**config.mk**
```make
export PLATFORM = sky130hd
export DESIGN_NAME = uart_tx_sched
export DESIGN_NICKNAME = d
export VERILOG_FILES = /design/src/rtl/uart_pkg.sv /design/src/rtl/uart_tx_sched_arb.sv /design/src/rtl/uart_tx_sched.sv
export SDC_FILE = /design/constraint.sdc
export NUM_CORES = 1
export LEC_CHECK = 0
export BUFFER_PORTS_ARGS = -buffer_cell sky130_fd_sc_hd__clkbuf_2
export CAP_MARGIN = 20
export CORE_MARGIN = 2
export CORE_UTILIZATION = 50
export CTS_CLUSTER_SIZE = 28
export DETAILED_ROUTE_END_ITERATION = 7
export HOLD_SLACK_MARGIN = 0.1
export PLACE_DENSITY_LB_ADDON = 0.2
export RECOVER_POWER = 50
export SETUP_SLACK_MARGIN = 0.15
export SYNTH_ARGS = -nofsm -noshare
export SYNTH_HDL_FRONTEND = slang
export SYNTH_HIERARCHICAL = 1
export SYNTH_SLANG_ARGS = --single-unit
```
**constraint.sdc**
```tcl
create_clock -name baud_clk -period 3.78 [get_ports baud_clk]
set_input_delay 0.189 -clock baud_clk [delete_from_list [all_inputs] [get_ports baud_clk]]
set_output_delay 0.189 -clock baud_clk [all_outputs]
set_load 0.1 [all_outputs]
```
**src/rtl/uart_pkg.sv**
```systemverilog
// Shared definitions for the UART transmit-side scheduler: FSM encoding,
// parity modes, frame length and the parity helper.
package uart_pkg;

  typedef enum logic [2:0] {
    ST_IDLE      = 3'd0,
    ST_SEND      = 3'd1,
    ST_WAIT_ACT  = 3'd2,
    ST_WAIT_DONE = 3'd3,
    ST_GAP       = 3'd4
  } state_t;

  localparam logic PAR_EVEN   = 1'b0;
  localparam logic PAR_ODD    = 1'b1;
  localparam int   FRAME_BITS = 11;

  // Reduction XOR gives even parity; odd mode just flips it.
  function automatic logic calc_parity(input logic [7:0] data, input logic odd);
    return (^data) ^ odd;
  endfunction

endpackage

```
**src/rtl/uart_tx_sched_arb.sv**
```systemverilog
// Two-way round-robin arbiter; the last-grant register lives in the parent.
module rr_arb2 (
  input  logic [1:0] valid,
  input  logic       last_grant,
  input  logic       enable,
  output logic [1:0] grant
);

  always_comb begin
    grant = 2'b00;
    if (enable) begin
      // On contention, favour whichever requester was not served last.
      if (valid == 2'b11) grant = last_grant ? 2'b01 : 2'b10;
      else                grant = valid;
    end
  end

endmodule

```
**src/rtl/uart_tx_sched.sv**
```systemverilog
// Transmit scheduler: picks a requester, strobes the serializer, then
// tracks active/done with a start timeout and an optional inter-frame gap.
module uart_tx_sched
  import uart_pkg::*;
#(
  parameter int GAP_CYCLES  = 1,
  parameter int ACT_TIMEOUT = 4
) (
  input  logic       baud_clk,
  input  logic       reset_n,
  input  logic       req0_valid,
  input  logic [7:0] req0_data,
  output logic       req0_ready,
  input  logic       req1_valid,
  input  logic [7:0] req1_data,
  output logic       req1_ready,
  input  logic       parity_odd,
  input  logic       err_clr,
  input  logic       tx_active,
  input  logic       tx_done,
  output logic       tx_send,
  output logic [7:0] tx_data,
  output logic       tx_parity,
  output logic       busy,
  output logic       grant_id,
  output logic       err_timeout
);

  localparam int CNT_MAX = (ACT_TIMEOUT > GAP_CYCLES) ? ACT_TIMEOUT : GAP_CYCLES;
  localparam int CNT_W   = $clog2(CNT_MAX + 1);
  localparam logic [CNT_W-1:0] ACT_LAST = CNT_W'(ACT_TIMEOUT - 1);
  localparam logic [CNT_W-1:0] GAP_LAST = CNT_W'(GAP_CYCLES - 1);

  state_t           state, state_nxt;
  logic [CNT_W-1:0] cnt, cnt_nxt;
  logic             last_grant;
  logic [1:0]       grant;
  logic             accept;
  logic             err_set;
  logic [7:0]       acc_data;

  rr_arb2 u_arb (
    .valid      ({req1_valid, req0_valid}),
    .last_grant (last_grant),
    .enable     (state == ST_IDLE),
    .grant      (grant)
  );

  assign req0_ready = grant[0];
  assign req1_ready = grant[1];
  assign accept     = |grant;
  assign acc_data   = grant[1] ? req1_data : req0_data;

  // Decoded from the state flop, so the strobe is exactly the SEND cycle
  // and drops with the asynchronous reset.
  assign tx_send = (state == ST_SEND);
  assign busy    = (state != ST_IDLE);

  always_comb begin
    state_nxt = state;
    cnt_nxt   = cnt;
    err_set   = 1'b0;
    case (state)
      ST_IDLE:  if (accept) state_nxt = ST_SEND;
      ST_SEND: begin
        state_nxt = ST_WAIT_ACT;
        cnt_nxt   = '0;
      end
      ST_WAIT_ACT: begin
        if (tx_active) begin
          state_nxt = ST_WAIT_DONE;
        end else if (cnt == ACT_LAST) begin
          // Serializer never started: drop the byte rather than retry.
          err_set   = 1'b1;
          state_nxt = ST_IDLE;
        end else begin
          cnt_nxt = cnt + 1'b1;
        end
      end
      ST_WAIT_DONE: begin
        if (tx_done) begin
          cnt_nxt   = '0;
          state_nxt = (GAP_CYCLES > 0) ? ST_GAP : ST_IDLE;
        end
      end
      ST_GAP: begin
        if (cnt == GAP_LAST) state_nxt = ST_IDLE;
        else                 cnt_nxt   = cnt + 1'b1;
      end
      default: state_nxt = ST_IDLE;
    endcase
  end

  always_ff @(posedge baud_clk or negedge reset_n) begin
    if (!reset_n) begin
      state       <= ST_IDLE;
      cnt         <= '0;
      last_grant  <= 1'b1;
      tx_data     <= 8'h00;
      tx_parity   <= 1'b0;
      grant_id    <= 1'b0;
      err_timeout <= 1'b0;
    end else begin
      state <= state_nxt;
      cnt   <= cnt_nxt;
      if (accept) begin
        tx_data    <= acc_data;
        tx_parity  <= calc_parity(acc_data, parity_odd);
        grant_id   <= grant[1];
        last_grant <= grant[1];
      end
      if (err_set)      err_timeout <= 1'b1;
      else if (err_clr) err_timeout <= 1'b0;
    end
  end

endmodule

```
==> impl_results.html <==
<table>
<tr><th>Metric</th><th>Value</th></tr>
<tr><th colspan="2">Clock network</th></tr>
<tr><td>Worst-skew pair later-pin latency</td><td>0.29 ns</td></tr>
<tr><td>Clock tree from TritonCTS</td><td>built</td></tr>
<tr><td>Number of clock sinks seen by CTS</td><td>18</td></tr>
<tr><td>Number of buffers added to fix hold violations after cts</td><td>2</td></tr>
<tr><td>Maximum count of clock buffers along a single path</td><td>2</td></tr>
<tr><td>Clock slew seen by the registers of the worst setup and hold paths</td><td>0.10 ns</td></tr>
<tr><td>Post-cts gate resize count</td><td>0</td></tr>
<tr><td>Num CTS Buffers</td><td>3</td></tr>
<tr><td>Buffer count from post-CTS setup fixing</td><td>0</td></tr>
<tr><td>Root buffer selected by CTS</td><td>clkbuf_4</td></tr>
<tr><td>Number of H-tree branching levels</td><td>1</td></tr>
<tr><th colspan="2">Synth</th></tr>
<tr><td>Post-synth top area share</td><td>0.397</td></tr>
<tr><td>Cell types with the largest area share after synthesis</td><td>dfrtp_1 40%, mux2i_1 10%, xor2_1 5.7%</td></tr>
<tr><td>Synth Warn #</td><td>6</td></tr>
<tr><td>Yosys top cell by area</td><td>dfrtp_1</td></tr>
<tr><td>Number of cells produced by synthesis</td><td>115</td></tr>
<tr><td>Post-synthesis area per instance</td><td>9.31 µm²</td></tr>
<tr><td>Seq cells post-synth</td><td>18</td></tr>
<tr><td>Share of the yosys chip area belonging to registers</td><td>0.422</td></tr>
<tr><td>Mapped Area</td><td>0.00107 mm²</td></tr>
<tr><td>Mapped Nets</td><td>142</td></tr>
<tr><td>Cell variety after synth</td><td>24</td></tr>
<tr><th colspan="2">Global routing</th></tr>
<tr><td>Wire length of the first global-routing pass</td><td>3780 µm</td></tr>
<tr><td>Number of global-route vias before repair</td><td>890</td></tr>
<tr><td>Initial antenna violation count</td><td>0</td></tr>
<tr><td>Residual overflow from global routing</td><td>0</td></tr>
<tr><td>GRT Util Overall</td><td>0.195</td></tr>
<tr><td>Maximum number of pins on one net before global-route repair</td><td>19</td></tr>
<tr><th colspan="2">Routing</th></tr>
<tr><td>Residual antenna-violating net count after detailed routing</td><td>0</td></tr>
<tr><td>Vias after detailed routing</td><td>902</td></tr>
<tr><td>Sum of routed wire length over all layers</td><td>2180 µm</td></tr>
<tr><td>DRC violation total after the first TritonRoute iteration</td><td>9</td></tr>
<tr><td>Post-DR vias/cell</td><td>4.98</td></tr>
<tr><td>DR WL/cell</td><td>12.0 µm</td></tr>
<tr><td>Number of design rule violations left after detail routing</td><td>0</td></tr>
<tr><td>Total iterations of the first detailed-routing run</td><td>4</td></tr>
<tr><th colspan="2">STA</th></tr>
<tr><td>Final critical-path share of the clock period</td><td>0.718</td></tr>
<tr><td>Summed negative setup slack over all endpoints</td><td>0 ns</td></tr>
<tr><td>Final hold violation count</td><td>0</td></tr>
<tr><td>Setup Skew</td><td>0.00408 ns</td></tr>
<tr><td>Time the final worst path needs with I/O delays and setup</td><td>2.71 ns</td></tr>
<tr><td>Total setup violations reported at the end of the flow</td><td>0</td></tr>
<tr><td>Top achievable clock speed</td><td>369 MHz</td></tr>
<tr><td>RSZ-0062 raised after global routing</td><td>no</td></tr>
<tr><td>Max Slew Vio Count</td><td>0</td></tr>
<tr><td>Slew at the pin with the worst max-slew slack</td><td>1.16 ns</td></tr>
<tr><td>Worst max-slew margin expressed relative to the limit</td><td>0.227</td></tr>
<tr><th colspan="2">Finish</th></tr>
<tr><td>Final layout net count</td><td>182</td></tr>
<tr><td>Inserted Diodes</td><td>0</td></tr>
<tr><td>Fraction of final layout cells with drive strength greater than 1</td><td>0.279</td></tr>
<tr><td>Leading cell type in the layout, fill and taps excluded</td><td>clkbuf_2</td></tr>
<tr><td>Commonest non-fill, non-tap cells in the layout</td><td>32 x clkbuf_2, 17 x dfrtp_1, 14 x nand2_1</td></tr>
<tr><td>Area growth syn-to-layout</td><td>24.8%</td></tr>
<tr><th colspan="2">Run status</th></tr>
<tr><td>Status</td><td>finished, final reports clean</td></tr>
<tr><th colspan="2">Floorplanning</th></tr>
<tr><td>Full die area</td><td>0.00253 mm²</td></tr>
<tr><td>Initial Utilization</td><td>0.540</td></tr>
<tr><td>Standard-cell rows</td><td>16</td></tr>
<tr><td>Die Height</td><td>50.3 µm</td></tr>
<tr><td>Area of the placeable core</td><td>0.00198 mm²</td></tr>
<tr><td>Ports placed on the boundary</td><td>39</td></tr>
<tr><td>Die X-Extent</td><td>50.3 µm</td></tr>
<tr><th colspan="2">Min path</th></tr>
<tr><td>Worst Hold Launch</td><td>req1_data[4]</td></tr>
<tr><td>Worst min-delay path class</td><td>primary input to flip-flop</td></tr>
<tr><th colspan="2">Setup path</th></tr>
<tr><td>CP max FO</td><td>12</td></tr>
<tr><td>First element of the critical path</td><td>state[0]</td></tr>
<tr><td>Required time of the critical path</td><td>3.59 ns</td></tr>
<tr><td>R2R Path Start</td><td>state[0]</td></tr>
<tr><td>Kind of end point of the critical path</td><td>primary output</td></tr>
<tr><td>Sort of element at the start of the critical path</td><td>flip-flop</td></tr>
<tr><td>Arrival @ worst endpoint</td><td>2.52 ns</td></tr>
<tr><td>Worst setup path class</td><td>flip-flop to primary output</td></tr>
<tr><th colspan="2">Place</th></tr>
<tr><td>Final Wtd Congestion</td><td>0.855</td></tr>
<tr><td>Number of buffer cells added on primary ports</td><td>38</td></tr>
<tr><td>Detailed Place HPWL</td><td>1720 µm</td></tr>
<tr><th colspan="2">Job</th></tr>
<tr><td>Number of violations of the max-capacitance limit</td><td>0</td></tr>
</table>
==> logic make-up after synthesis <==
logic type,after synthesis,share of synthesized area
and+or+nand+nor,27,0.105
buffers and inverters,17,0.0654
adders and majority gates,3,0.0351
DFF,18,0.422
AOI/OAI and AO/OA,25,0.136
xor gates and xnor gates,11,0.103
muxes,14,0.134
==> final cells by class <==
class	count	area (µm²)
inverter	10	37.5
multi-input combinational	80	557
tap	27	33.8
fill	174	646
sequential	18	452
timing repair buffer	42	220
clock buffer	4	36.3
==> state kept, by name, indices dropped and copies added (netlist names) <==
signal and flops:
last_grant 1, err_timeout 1, cnt 3, grant_id 1, tx_parity 1, state 3, tx_data 8
==> synthesized netlist by cell type, drive strengths merged <==
cell     n
o21ai    9
mux2i   11
nor2     8
xnor2    3
or3      2
ha       3
mux2     3
nor3     1
o32ai    1
dfstp    1
buf      3
nand2b   2
o22ai    2
a311oi   1
clkbuf   4
nand2   14
xnor3    1
a21oi    8
a21o     4
dfrtp   17
xor2     7
inv     10
==> metal layers <==
layer  share of wire  global-route usage  up-vias
li1                -                   -      462
met1            0.45               0.224      415
met2            0.51               0.360       23
met3           0.040              0.0327        2
met4          0.0046              0.0694        0
met5               0                   0        -
==> stage by stage <==
stage          std cells   util  hold WS [ns]  area [µm²]  setup slack (ns)
3_3_place_gp         174  0.645         0.156        1280              1.33
4_1_cts              180  0.673         0.103        1330              1.08
5_1_grt              181  0.674         0.137        1340             0.991
2_1_floorplan        115      -        -0.107        1080             0.183
3_5_place_dp         174  0.645         0.159        1280              1.23
6_report             181  0.674         0.134        1340              1.07
==> critical path, cell delays in order (launching register included) <==
cell	delay, ns
dfrtp_1	0.49
or3_1	0.41
inv_1	0.09
nand2_1	0.07
a21oi_2	0.59
clkbuf_2	0.58
==> path summary, 6_finish.rpt <==
kind	endpoint	slack, ns	cells past startpoint
min in group asynchronous	tx_parity	0.55	2
max in group asynchronous	tx_data[6]	2.65	2
setup reg to reg	tx_parity	1.22	8
setup / recovery	req0_ready	1.07	5
hold reg to reg	grant_id	0.49	1
hold / removal	tx_data[4]	0.13	3
Power is left out: the tool's default activity adds up to more than one toggle a clock period on the data nets, which glitch-free logic cannot reach.
